[config.mk]
export PLATFORM = sky130hd
export DESIGN_NAME = neopixel_frame_ctrl_flat
export DESIGN_NICKNAME = d
export VERILOG_FILES = /design/src/rtl/neopixel_pkg.sv /design/src/rtl/neopixel_frame_ctrl_if.sv /design/src/rtl/neopixel_pixel_bank.sv /design/src/rtl/neopixel_frame_ctrl.sv /design/src/flat_wrapper.sv
export SDC_FILE = /design/constraint.sdc
export NUM_CORES = 1
export LEC_CHECK = 0
export CORE_MARGIN = 2
export CORE_UTILIZATION = 60
export DETAILED_ROUTE_END_ITERATION = 8
export PLACE_DENSITY = 0.8
export SLEW_MARGIN = 20
export SYNTH_ARGS = -nofsm -noshare
export SYNTH_HDL_FRONTEND = slang
export SYNTH_SLANG_ARGS = --single-unit
[constraint.sdc]
create_clock -name i_clk -period 7.5 [get_ports i_clk]
set_input_delay 1.5 -clock i_clk [delete_from_list [all_inputs] [get_ports i_clk]]
set_output_delay 1.5 -clock i_clk [all_outputs]
set_load 0.02 [all_outputs]
[src/rtl/neopixel_pkg.sv]
// Shared NeoPixel timing constants (27 MHz i_clk) and frame controller types.
package neopixel_pkg;

  localparam int unsigned T0H_CYCLES         = 10;
  localparam int unsigned T0L_CYCLES         = 22;
  localparam int unsigned T1H_CYCLES         = 20;
  localparam int unsigned T1L_CYCLES         = 12;
  localparam int unsigned BIT_CYCLES         = 32;
  localparam int unsigned TRESET_CYCLES      = 2200;
  localparam int unsigned TX_MARGIN_CYCLES   = 4;
  localparam int unsigned DEFAULT_NUM_PIXELS = 8;

  function automatic int unsigned tx_frame_cycles(input int unsigned num_pixels);
    return num_pixels * 24 * BIT_CYCLES + TRESET_CYCLES + TX_MARGIN_CYCLES;
  endfunction

  localparam int unsigned DEFAULT_TX_FRAME_CYCLES = tx_frame_cycles(DEFAULT_NUM_PIXELS);

  typedef enum logic [1:0] {
    S_IDLE  = 2'd0,
    S_START = 2'd1,
    S_BUSY  = 2'd2
  } ctrl_state_t;

endpackage

[src/rtl/neopixel_frame_ctrl_if.sv]
// CPU-side pixel write and frame request bus of the frame controller.
interface neopixel_frame_ctrl_if;
  logic        wr_en;
  logic [7:0]  wr_addr;
  logic [23:0] wr_data;
  logic        commit;
  logic        kick;

  modport master (output wr_en, wr_addr, wr_data, commit, kick);
  modport slave  (input  wr_en, wr_addr, wr_data, commit, kick);
endinterface

[src/rtl/neopixel_pixel_bank.sv]
// Two GRB pixel banks: synchronous write into one bank, asynchronous read from the other.
module neopixel_pixel_bank
  import neopixel_pkg::*;
#(
  parameter int unsigned NUM_PIXELS = DEFAULT_NUM_PIXELS,
  parameter int unsigned AW         = (NUM_PIXELS > 1) ? $clog2(NUM_PIXELS) : 1
) (
  input  logic          clk,
  input  logic          wr_en,
  input  logic          wr_bank,
  input  logic [7:0]    wr_addr,
  input  logic [23:0]   wr_data,
  input  logic          rd_bank,
  input  logic [AW-1:0] rd_addr,
  output logic [23:0]   rd_data
);

  logic [23:0] mem [2][NUM_PIXELS];

  // Out-of-range addresses are dropped rather than aliased onto low pixels.
  always_ff @(posedge clk) begin
    if (wr_en && ({1'b0, wr_addr} < 9'(NUM_PIXELS)))
      mem[wr_bank][wr_addr[AW-1:0]] <= wr_data;
  end

  assign rd_data = mem[rd_bank][rd_addr];

endmodule

[src/rtl/neopixel_frame_ctrl.sv]
// Frame scheduler for neopixel_tx: bank swap at frame boundaries, refresh timer, read look-ahead.
module neopixel_frame_ctrl
  import neopixel_pkg::*;
#(
  parameter int unsigned NUM_PIXELS      = DEFAULT_NUM_PIXELS,
  parameter int unsigned FRAME_PERIOD    = 450000,
  parameter int unsigned TX_FRAME_CYCLES = tx_frame_cycles(NUM_PIXELS)
) (
  input  logic                       i_clk,
  input  logic                       i_reset,
  neopixel_frame_ctrl_if.slave       cpu,
  input  logic                       i_auto_en,
  output logic                       o_tx_start,
  input  logic [7:0]                 i_tx_addr,
  output logic [23:0]                o_tx_data,
  output logic                       o_busy,
  output logic                       o_swap_pending,
  output logic [15:0]                o_frame_count
);

  localparam int unsigned AW = (NUM_PIXELS > 1) ? $clog2(NUM_PIXELS) : 1;
  localparam int unsigned TW = (FRAME_PERIOD > 1) ? $clog2(FRAME_PERIOD) : 1;
  localparam int unsigned CW = (TX_FRAME_CYCLES > 1) ? $clog2(TX_FRAME_CYCLES) : 1;

  ctrl_state_t   state, next_state;
  logic          go;
  logic          front_sel;
  logic          swap_pending;
  logic          refresh_req;
  logic          timer_wrap;
  logic [TW-1:0] timer;
  logic [CW-1:0] busy_cnt;
  logic [8:0]    rd_idx;
  logic [23:0]   bank_data;

  always_ff @(posedge i_clk or posedge i_reset) begin
    if (i_reset) state <= S_IDLE;
    else         state <= next_state;
  end

  always_comb begin
    next_state = state;
    go         = 1'b0;
    case (state)
      S_IDLE: begin
        if (refresh_req || swap_pending) begin
          next_state = S_START;
          go         = 1'b1;
        end
      end
      S_START: next_state = S_BUSY;
      S_BUSY:  if (busy_cnt == '0) next_state = S_IDLE;
      default: next_state = S_IDLE;
    endcase
  end

  assign timer_wrap = i_auto_en && (timer == TW'(FRAME_PERIOD - 1));

  // Requests landing on the service edge are absorbed into the frame being started.
  always_ff @(posedge i_clk or posedge i_reset) begin
    if (i_reset) begin
      timer         <= '0;
      refresh_req   <= 1'b0;
      swap_pending  <= 1'b0;
      front_sel     <= 1'b0;
      o_tx_start    <= 1'b0;
      o_frame_count <= '0;
      busy_cnt      <= '0;
    end else begin
      if (!i_auto_en || timer_wrap) timer <= '0;
      else                          timer <= timer + 1'b1;

      if (go)                          refresh_req <= 1'b0;
      else if (cpu.kick || timer_wrap) refresh_req <= 1'b1;

      if (go)              swap_pending <= 1'b0;
      else if (cpu.commit) swap_pending <= 1'b1;

      if (go && swap_pending) front_sel <= ~front_sel;

      o_tx_start <= go;
      if (go) o_frame_count <= o_frame_count + 16'd1;

      if (state == S_START)                       busy_cnt <= CW'(TX_FRAME_CYCLES - 1);
      else if (state == S_BUSY && busy_cnt != '0) busy_cnt <= busy_cnt - 1'b1;
    end
  end

  // The transmitter latches pixel N+1 while still presenting address N.
  assign rd_idx    = (state == S_BUSY) ? ({1'b0, i_tx_addr} + 9'd1) : '0;
  assign o_tx_data = (rd_idx < 9'(NUM_PIXELS)) ? bank_data : '0;

  assign o_busy         = (state != S_IDLE);
  assign o_swap_pending = swap_pending;

  neopixel_pixel_bank #(
    .NUM_PIXELS (NUM_PIXELS),
    .AW         (AW)
  ) u_bank (
    .clk     (i_clk),
    .wr_en   (cpu.wr_en),
    .wr_bank (~front_sel),
    .wr_addr (cpu.wr_addr),
    .wr_data (cpu.wr_data),
    .rd_bank (front_sel),
    .rd_addr (rd_idx[AW-1:0]),
    .rd_data (bank_data)
  );

endmodule

[src/flat_wrapper.sv]
// flat-port wrapper written by rule: the top's interface ports become plain ports
module neopixel_frame_ctrl_flat import neopixel_pkg::*;
#(
  parameter int unsigned NUM_PIXELS      = DEFAULT_NUM_PIXELS,
  parameter int unsigned FRAME_PERIOD    = 450000,
  parameter int unsigned TX_FRAME_CYCLES = tx_frame_cycles(NUM_PIXELS)
)
  (i_clk, i_reset, i_auto_en, o_tx_start, i_tx_addr, o_tx_data, o_busy, o_swap_pending, o_frame_count, cpu_wr_en, cpu_wr_addr, cpu_wr_data, cpu_commit, cpu_kick);
  neopixel_frame_ctrl_if cpu_i ();
  input  logic i_clk;
  input  logic i_reset;
  input  logic i_auto_en;
  output logic o_tx_start;
  input  logic [7:0] i_tx_addr;
  output logic [23:0] o_tx_data;
  output logic o_busy;
  output logic o_swap_pending;
  output logic [15:0] o_frame_count;
  input wire logic [$bits(cpu_i.wr_en)-1:0] cpu_wr_en;
  input wire logic [$bits(cpu_i.wr_addr)-1:0] cpu_wr_addr;
  input wire logic [$bits(cpu_i.wr_data)-1:0] cpu_wr_data;
  input wire logic [$bits(cpu_i.commit)-1:0] cpu_commit;
  input wire logic [$bits(cpu_i.kick)-1:0] cpu_kick;
  assign cpu_i.wr_en = cpu_wr_en;
  assign cpu_i.wr_addr = cpu_wr_addr;
  assign cpu_i.wr_data = cpu_wr_data;
  assign cpu_i.commit = cpu_commit;
  assign cpu_i.kick = cpu_kick;
  neopixel_frame_ctrl #(.NUM_PIXELS(NUM_PIXELS), .FRAME_PERIOD(FRAME_PERIOD), .TX_FRAME_CYCLES(TX_FRAME_CYCLES)) u_core (.i_clk(i_clk), .i_reset(i_reset), .cpu(cpu_i), .i_auto_en(i_auto_en), .o_tx_start(o_tx_start), .i_tx_addr(i_tx_addr), .o_tx_data(o_tx_data), .o_busy(o_busy), .o_swap_pending(o_swap_pending), .o_frame_count(o_frame_count));
endmodule
* Word-level counts from Yosys, hierarchy flattened
Memories as Yosys holds them, arrays and structs flattened.
Index checks and enable logic that the tools add are counted.
** Cells by class
- Add/subtract/negate cells :: 4
- Multiply operators :: 0
- Divide/modulo/power cells :: 0
- Magnitude comparators :: 5
- Equal/unequal tests :: 5
- Shifts and indexed selects :: 0
- Muxes and demuxes :: 21
- Bitwise logic cells :: 3
- Reductions and logical operators :: 17
** Operators by type and width (number)
- $mux W192 :: 1
- $mux W24 :: 4
- $bmux W24 S3 :: 1
- $demux W24 S3 :: 1
- $mux W14 :: 2
- $add A19 B1 Y19 const B :: 1
- $eq A19 B19 Y1 const B :: 1
- $mux W19 :: 1
- $add A16 B1 Y16 const B :: 1
- $logic_not A14 Y1 :: 1
- $reduce_bool A14 Y1 :: 1
- $sub A14 B1 Y14 const B :: 1
- $add A8 B1 Y9 const B :: 1
- $lt A9 B4 Y1 const B :: 1
- $mux W9 :: 1
- $ge A4 B4 Y1 const B :: 2
- $lt A8 B4 Y1 const B :: 1
- $not A3 Y4 :: 2
- $reduce_bool A2 Y1 :: 4
- $mux W1 :: 7
- $pmux W2 S3 :: 1
- $logic_and A1 B1 Y1 :: 5
- $lt A4 B1 Y1 const B :: 1
- $mux W2 :: 2
- other kinds (8) :: 11
** Word-level totals
- Flip-flop bits (word level) :: 55
- Latch bits :: 0
- Bits in writable memories :: 384
- Memory bits (read-only) :: 0
- Input bits :: 46
- Output and inout port bits :: 43
- Word-level logic and storage cells :: 64
- Memories kept :: 1
** Memories
- u_core.u_bank.mem :: words 2, bits a word 192, read ports 1, clocked after Yosys merged registers in 0, write ports 1, line neopixel_pixel_bank.sv:18 : logic [23:0] mem [2][NUM_PIXELS];

* Logic depth before layout (Yosys ltp)
Gate-level depths: netlist of run 1.
- Word-level depth :: 7
- Depth in mapped cells :: 8
- Gate-level depth less buffers :: 6

* By module
From an unflattened synthesis of run 1, not the netlist that was laid out.
** Unflattened totals
- Cells, all modules :: 916
- Area, all modules :: 17424.2 um^2
** Modules (own cells, without submodules)
- neopixel_pixel_bank :: times used 1, cells each 615, area an instance 14467.6 um^2, sequential area each 11531.1 um^2
- neopixel_frame_ctrl :: times used 1, cells each 301, area an instance 2956.6 um^2, sequential area each 1376.3 um^2

* Least setup slack after synthesis of run 1
No wires, ideal clock.
- Path kind :: input port to output port
- From :: in i_tx_addr[0]
- To :: out o_tx_data[10]
- Data arrival time :: 3262 ps
- Required time :: 6000 ps
- Path slack :: 2738 ps
- Stages :: 7
- Path buffers :: 2
- Cells stage by stage :: ha_1 > xnor2_1 > or3_1 > clkbuf_1 > clkbuf_1 > o22ai_1 > nor4_1
** Between the ends
- Word-level cells in the longest chain between the ends :: 7
- Elaborated cells between the ends (all ways) :: 8
** RTL lines
- start, declared :: line flat_wrapper.sv:14 : input logic [7:0] i_tx_addr;
- $add A8 B1 Y9 (*) :: line neopixel_frame_ctrl.sv:90 : assign rd_idx = (state == S_BUSY) ? ({1'b0, i_tx_addr} + 9'd1) : '0;
- $mux W9 (*) :: line neopixel_frame_ctrl.sv:90
- $not A3 Y4 (not written as such) :: line neopixel_pixel_bank.sv:26 : assign rd_data = mem[rd_bank][rd_addr];
- $bmux W24 S3 :: line neopixel_pixel_bank.sv:26
- $mux W24 (not written as such) (2 in series) :: line neopixel_pixel_bank.sv:26
- $mux W24 (*) :: line neopixel_frame_ctrl.sv:91 : assign o_tx_data = (rd_idx < 9'(NUM_PIXELS)) ? bank_data : '0;
- end, declared :: line flat_wrapper.sv:15 : output logic [23:0] o_tx_data;
Every way passes the cells marked *; elsewhere a longest branch is shown, timed or not. The select of a mux whose other input is x is not followed.

* Final worst setup path of run 1
- From :: in i_tx_addr[0]
- To :: out o_tx_data[23]
The elaborated chain is that of the path after synthesis.

==> results.md, run 1 <==
* Hold WC Path Type: reg2reg
* Outcome: completed
* Nets at 1194
* DIE AREA at 31000 sq um
* Worst endpoint required time at 6.00 ns
* Diode count at 0
* Worst Reg2Reg Path Length in Cells at 3
* Synth area leader: edfxtp_1
* Pleak at 0.00662 uW
* Number of synthesized flops with an enable pin at 384
* Number of fill cells at 1815
* Gp weighted congestion at 0.782
* Final hold violation count at 0
* Crit path kind: in2out
* Fmax at 0.157 GHz
* Arr. time, crit path at 4.88 ns
* Sink Count at 439
* Internal power at 4670 uW
* Share of layout cells above drive strength 1 at 0.156
* Area Growth Syn to Fin at 15.7%
* Flop and latch count out of synthesis at 439
* DR iter-0 viols at 1074
* Crit-path slowest cell: clkdlybuf4s50_1
* Area contributors post-synth: edfxtp_1 (65%), mux4_2 (9.1%), dfrtp_1 (7.7%)
* Setup crit start: i_tx_addr[0]
* Final WL at 38.0 mm
* Final setup skew at 0.0161 ns
* Mapped Nets at 1093
* H-tree levels at 2
* DRT antenna net count at 0
* CP endpoint kind: output port
* Initial antenna violation count at 0
* First-pass GRT wire length at 57.3 mm
* Mapped cell area at 17800 sq um
* Hold worst-path end: u_core.o_frame_count[15]
* Clock slew at reported path FFs at 0.06 ns
* Final setup vio count at 0
* Startpoint Class: input port
* Hold path startpoint: u_core.o_frame_count[15]
* Post-CTS setup buffers at 0
* CTS Buffer Depth at 3
* Top cell type's share of synthesized area at 0.649
* DR pass1 iterations at 6
* PwrDens at 320 nW/um^2
* Slew Limit Headroom at 0.271
* All-layer global routing usage at 0.249
* Largest net degree at the start of global routing at 84
* Worst-path fanout max at 16
* CTS tree: built
* Cts bufs inserted at 43
* Synth Instances at 1042
* WHS Path Cells at 1
* Part of the power in the clock network at 0.313
* Boundary Pins at 89
* Final Max Tran Viols at 0
* Logic gate share of total power at 0.258
* Port-buffer cells at 88
* Tcrit/Tclk final at 0.851
* Vias/cell at 6.30
* Post-DP HPWL at 20.1 mm
* Clock latency on the worst-skew pair at 0.55 ns
* Critical Path, Cell by Cell: clkdlybuf4s50_1, ha_1, xor2_1, o21a_1, buf_4, o22ai_1, nor4_1, clkdlybuf4s50_1
* Syn Area/Cell at 17.1 sq um
* Sw Pwr at 1910 uW
* DRC at 0
* Setup TNS at 0 ns
* Routed WL per cell at 24.3 microns
* Max stage delay on crit path at 0.72 ns
* DP Area at 19200 sq um
* RSZ-0062 raised after global routing: no
* Peak supply drop at 0.200 mV
* Register area share after synthesis at 0.726
* Core area at 29400 sq um
* Post-synthesis cell type count at 59
* CTS Hold Buffers Added at 0
* Seq pwr share at 0.429
* Prevailing post-synth register cell: edfxtp_1
* Ys Warns at 0
* Post-route minimum period at 6.38 ns
* Worst r2r src: u_core.front_sel
* CTS root buf: clkbuf_16
* Maxcap violations at 0
* R2R setup slack at 4.30 ns
* Worst R2R End: u_core.u_bank.mem[0][25]
* Initial core utilization at 0.605
* Via count of the routed design at 9866
* DIE HEIGHT at 176 microns
* Switching fraction of total power at 0.291
* Final instance area at 20600 sq um
* Die X at 176 microns
* Rows at 63
* Async set-or-reset flop fraction in the synthesized netlist at 0.125
* Crit path top cell by count: clkdlybuf4s50_1
* CTS resizes at 0
* Worst slew pin tran at 1.09 ns
* Global route overflow at 0
* Vias in the first global route at 9873
## layout by cell type (no fill, tap or decap), drive strengths merged, types with 8 or more instances in the layout
master,instances
inv,14
o22ai,24
nand2b,52
clkdlybuf4s50,88
xor2,8
clkinv,19
nor2,69
dfrtp,55
nand3,19
a21oi,9
nand2,65
nor3,36
nand4,12
clkbuf,52
xnor2,23
nor4,33
mux2i,51
edfxtp,384
mux4,72
o21ai,10
buf,18
## routing by layer
layer / vias to the layer above / share of wire / GRT usage
li1: 4285 / - / -
met2: 483 / 0.50 / 0.401
met1: 5026 / 0.40 / 0.354
met3: 72 / 0.083 / 0.0467
met5: - / 0 / 0
met4: 0 / 0.022 / 0.0768
## worst max-delay path by stage
stage | end | slack (ns)
after detailed placement | o_tx_data[22] | 1.27
after CTS | o_tx_data[22] | 1.17
after floorplan | o_tx_data[10] | 2.74
after global placement | o_tx_data[22] | 1.31
final | o_tx_data[23] | 1.12
after global routing | o_tx_data[22] | 1.02
## cell usage after synthesis, drive strengths merged, types with 19 or more instances
| library cell | count |
|---|---|
| edfxtp | 384 |
| mux4 | 72 |
| nor2 | 69 |
| nand2 | 65 |
| dfrtp | 55 |
| nand2b | 52 |
| mux2i | 51 |
| nor3 | 36 |
| buf | 34 |
| nor4 | 33 |
| o22ai | 24 |
| xnor2 | 23 |
| nand3 | 19 |
## state kept, by name (all words and copies together), names as in the netlist
name                   cells
u_core.u_bank.mem        384
u_core.timer              19
u_core.o_frame_count      16
u_core.busy_cnt           14
u_core.state               2
u_core.front_sel           1
u_core.o_swap_pending      1
u_core.o_tx_start          1
u_core.refresh_req         1
## layout make-up
cell class              count  area (sq um)  share of cell area
clock buffers              52          1110              0.0540
clock inverters            25           223              0.0108
inverters                  13          48.8             0.00237
multi-input cells         540          4700               0.229
flip-flops and latches    439         12900               0.628
well taps                 390           488              0.0237
repair buffers            106          1070              0.0522
## stage by stage
stage                     utilization  worst slack, ns  total power [uW]  std cells  hold WS (ns)
after CTS                       0.698             1.17              6610       1564         0.495
final                           0.699             1.12              6580       1565         0.486
after global routing            0.699             1.02              6820       1565         0.514
after detailed placement        0.653             1.27              4550       1487         0.486
after global placement          0.653             1.31              4520       1487         0.463
after floorplan                     -             2.74              3980       1042         0.461
## cell families (layout without fill, tap and decap cells)
family,Yosys count,after routing,share of synthesized area
buffers and inverters,63,196,0.0168
DFF,439,439,0.726
adders and majority gates,5,5,0.00352
and+or+nand+nor,320,320,0.0959
AOI/OAI and AO/OA,60,60,0.0219
muxes,124,124,0.121
xor gates and xnor gates,31,31,0.0153
## power by group through the flow
| stage | combinational [uW] | clock, uW | sequential (uW) |
|---|---|---|---|
| floorplan | 1170 | 0 | 2810 |
| global placement | 1650 | 0 | 2870 |
| detailed placement | 1680 | 0 | 2880 |
| CTS | 1710 | 2070 | 2830 |
| global route | 1810 | 2170 | 2840 |
| finish | 1700 | 2060 | 2830 |
## critical path, delay by kind of cell
kind	cells	cell delay, ns
buf+inv	3	1.64
compound gates	2	0.64
simple gates	1	0.54
fa+ha+maj	1	0.28
xor+xnor	1	0.26
Power figures use the tool's default switching activity.
==> run 2, diff against run 1 <==
Settings changed: PLACE_DENSITY 0.8 to 0.91.
==> run 2 against run 1 <==
Compared with the run above:
- critical path type unchanged
- final area barely moved
- die area did not move
- combinational power barely moved
- global-route usage rose by 1.8 points
- final cell count rose by 0.45%
- clock power rose by 3%
- critical endpoint is now o_tx_data[2]
- non-clock buffer count rose by 8
==> results.md, run 2 (same netlist as run 1, synthesis figures left out) <==
* Max stage delay on crit path at 0.70 ns (-0.02 ns)
* Maxcap violations at 0 (unchanged)
* Post-DP HPWL at 22.3 mm (+11%)
* Part of the power in the clock network at 0.318 (+0.005)
* Final setup vio count at 0 (unchanged)
* Fmax at 0.156 GHz (-0.55%)
* Largest net degree at the start of global routing at 119 (+42%)
* Sw Pwr at 1940 uW (+1.4%)
* Diode count at 0 (unchanged)
* H-tree levels at 2 (unchanged)
* Switching fraction of total power at 0.292 (+0.000996)
* Vias in the first global route at 10400 (+5.6%)
* Clock latency on the worst-skew pair at 0.55 ns (about the same)
* Critical path depth at 8 (unchanged)
* Worst Reg2Reg Path Length in Cells at 4 (+1)
* Commonest cells after routing, fill and taps aside: edfxtp_1 (384), clkdlybuf4s50_1 (88), mux4_2 (72)
* Via count of the routed design at 10300 (+4.8%)
* Peak supply drop at 0.253 mV (+26%)
* Tcrit/Tclk final at 0.855 (+0.00474)
* Slew Limit Headroom at 0.286 (+0.0146)
* Rows at 63 (unchanged)
* Area Growth Syn to Fin at 15.7% (about the same)
* Commonest non-fill, non-tap cell in the layout: edfxtp_1
* DIE AREA at 31000 sq um (unchanged)
* Worst-path fanout max at 16 (unchanged)
* Delay-heaviest family, CP: buffers and inverters
* Final hold violation count at 0 (unchanged)
* Cts bufs inserted at 43 (unchanged)
* Global route hottest layer: met2
* Final setup skew at 0.0253 ns (+0.00916 ns)
* Seq pwr share at 0.424 (-0.005)
* PwrDens at 324 nW/um^2 (+1.1%)
* Vias/cell at 6.58 (+4.4%)
* DRT antenna net count at 0 (unchanged)
* DIE HEIGHT at 176 microns (unchanged)
* Critical Path, Cell by Cell: clkdlybuf4s50_1, ha_1, xor2_1, o21a_1, buf_4, o22ai_1, nor4_1, clkdlybuf4s50_1
* CTS tree: built
* Worst endpoint required time at 6.00 ns (about the same)
* R2R setup slack at 4.02 ns (-0.28 ns)
* First-pass GRT wire length at 61.7 mm (+7.7%)
* CP endpoint kind: output port
* Internal power at 4710 uW (+0.95%)
* CTS Buffer Depth at 3 (unchanged)
* DR pass1 iterations at 5 (-1)
* Outcome: completed
* Share of layout cells above drive strength 1 at 0.164 (+0.00838)
* CTS resizes at 0 (unchanged)
* Crit path kind: in2out
* Placed Instances at 1496 (+0.61%)
* Setup TNS at 0 ns (unchanged)
* Global route overflow at 0 (unchanged)
* Final worst slack at 1.09 ns (-0.0356 ns)
* Crit-path slowest cell: clkdlybuf4s50_1
* DR iter-0 viols at 1391 (+30%)
* Place WS at 1.27 ns (-0.00259 ns)
* Boundary Pins at 89 (unchanged)
* Port-buffer cells at 88 (unchanged)
* DRC at 0 (unchanged)
* Clock slew at reported path FFs at 0.06 ns (about the same)
* Final WL at 40.9 mm (+7.5%)
* WHS Path Cells at 1 (unchanged)
* Initial core utilization at 0.605 (unchanged)
* Arr. time, crit path at 4.92 ns (+0.04 ns)
* Pleak at 0.00668 uW (+0.78%)
* Post-route minimum period at 6.42 ns (+0.0356 ns)
* Met1 Track Usage GR at 0.367 (+0.0128)
* Post-CTS setup buffers at 0 (unchanged)
* Worst Path Buf+Inv at 3 (unchanged)
* Sink Count at 439 (unchanged)
* Met2 Use GR at 0.442 (+0.0417)
* Worst slew pin tran at 1.07 ns (-0.0251 ns)
* Gp weighted congestion at 0.864 (+10%)
* CTS Hold Buffers Added at 0 (unchanged)
* CTS root buf: clkbuf_16
* Die X at 176 microns (unchanged)
* Nets at 1202 (+0.67%)
* Final Max Tran Viols at 0 (unchanged)
* Max reg flops at 384 (unchanged)
* Logic gate share of total power at 0.258 (about the same)
* Initial antenna violation count at 0 (unchanged)
* RSZ-0062 raised after global routing: no
* Routed WL per cell at 26.0 microns (+7.0%)
* Crit path top cell by count: clkdlybuf4s50_1
* Startpoint Class: input port
* M3 GR Usage at 0.0467 (unchanged)
* Final Non-Filler Cells at 1572 (+0.45%)
* Core area at 29400 sq um (unchanged)
* All-layer global routing usage at 0.268 (+0.0182)
* Hold WC Path Type: reg2reg
## run 2: cell count changes in the layout (fill, tap and decap cells not counted), sizes merged
cell and change:
bufinv +1, clkinvlp +1, buf +8, clkbuf -3
## run 2: per-stage QoR
stage / power, uW / hold slack (ns) / util / cell area [sq um]
after global routing: 6860 / 0.501 / 0.699 / 20600
after floorplan: 3980 / 0.461 / - / 17800
after detailed placement: 4550 / 0.482 / 0.653 / 19200
after CTS: 6670 / 0.490 / 0.699 / 20600
final: 6650 / 0.479 / 0.699 / 20600
after global placement: 4490 / 0.462 / 0.653 / 19200
## run 2: cell type report
| type | instances | area, sq um |
|---|---|---|
| Multi-Input combinational cell | 540 | 4630 |
| Clock buffer | 49 | 1120 |
| Tap cell | 390 | 488 |
| Clock inverter | 27 | 250 |
| Timing Repair Buffer | 114 | 1110 |
| Sequential cell | 439 | 12900 |
| Fill cell | 1656 | 8840 |
| Inverter | 13 | 48.8 |
## run 2: path summary, 6_finish.rpt
| check | from | endpoint |
|---|---|---|
| worst max-delay path | i_tx_addr[0] | o_tx_data[2] |
| worst min-delay path | u_core.o_frame_count[15] | u_core.o_frame_count[15] |
| worst max register to register | u_core.front_sel | u_core.u_bank.mem[0][6] |
| worst min register to register | u_core.o_frame_count[15] | u_core.o_frame_count[15] |
| max in group asynchronous | i_reset | u_core.front_sel |
| min in group asynchronous | i_reset | u_core.timer[16] |
## run 2: layer usage
layer	wire (microns)	share of wire	up-vias
li1	-	-	4291
met1	15400	0.38	5229
met2	20400	0.50	719
met3	3900	0.095	105
met4	1210	0.030	0
met5	0	0	-
## run 2: power groups by stage
| stage | registers, uW | clock network (uW) | logic [uW] |
|---|---|---|---|
| after global routing | 2830 | 2220 | 1810 |
| after detailed placement | 2870 | 0 | 1680 |
| final | 2820 | 2120 | 1720 |
| after CTS | 2820 | 2130 | 1720 |
| after global placement | 2870 | 0 | 1620 |
| after floorplan | 2810 | 0 | 1170 |
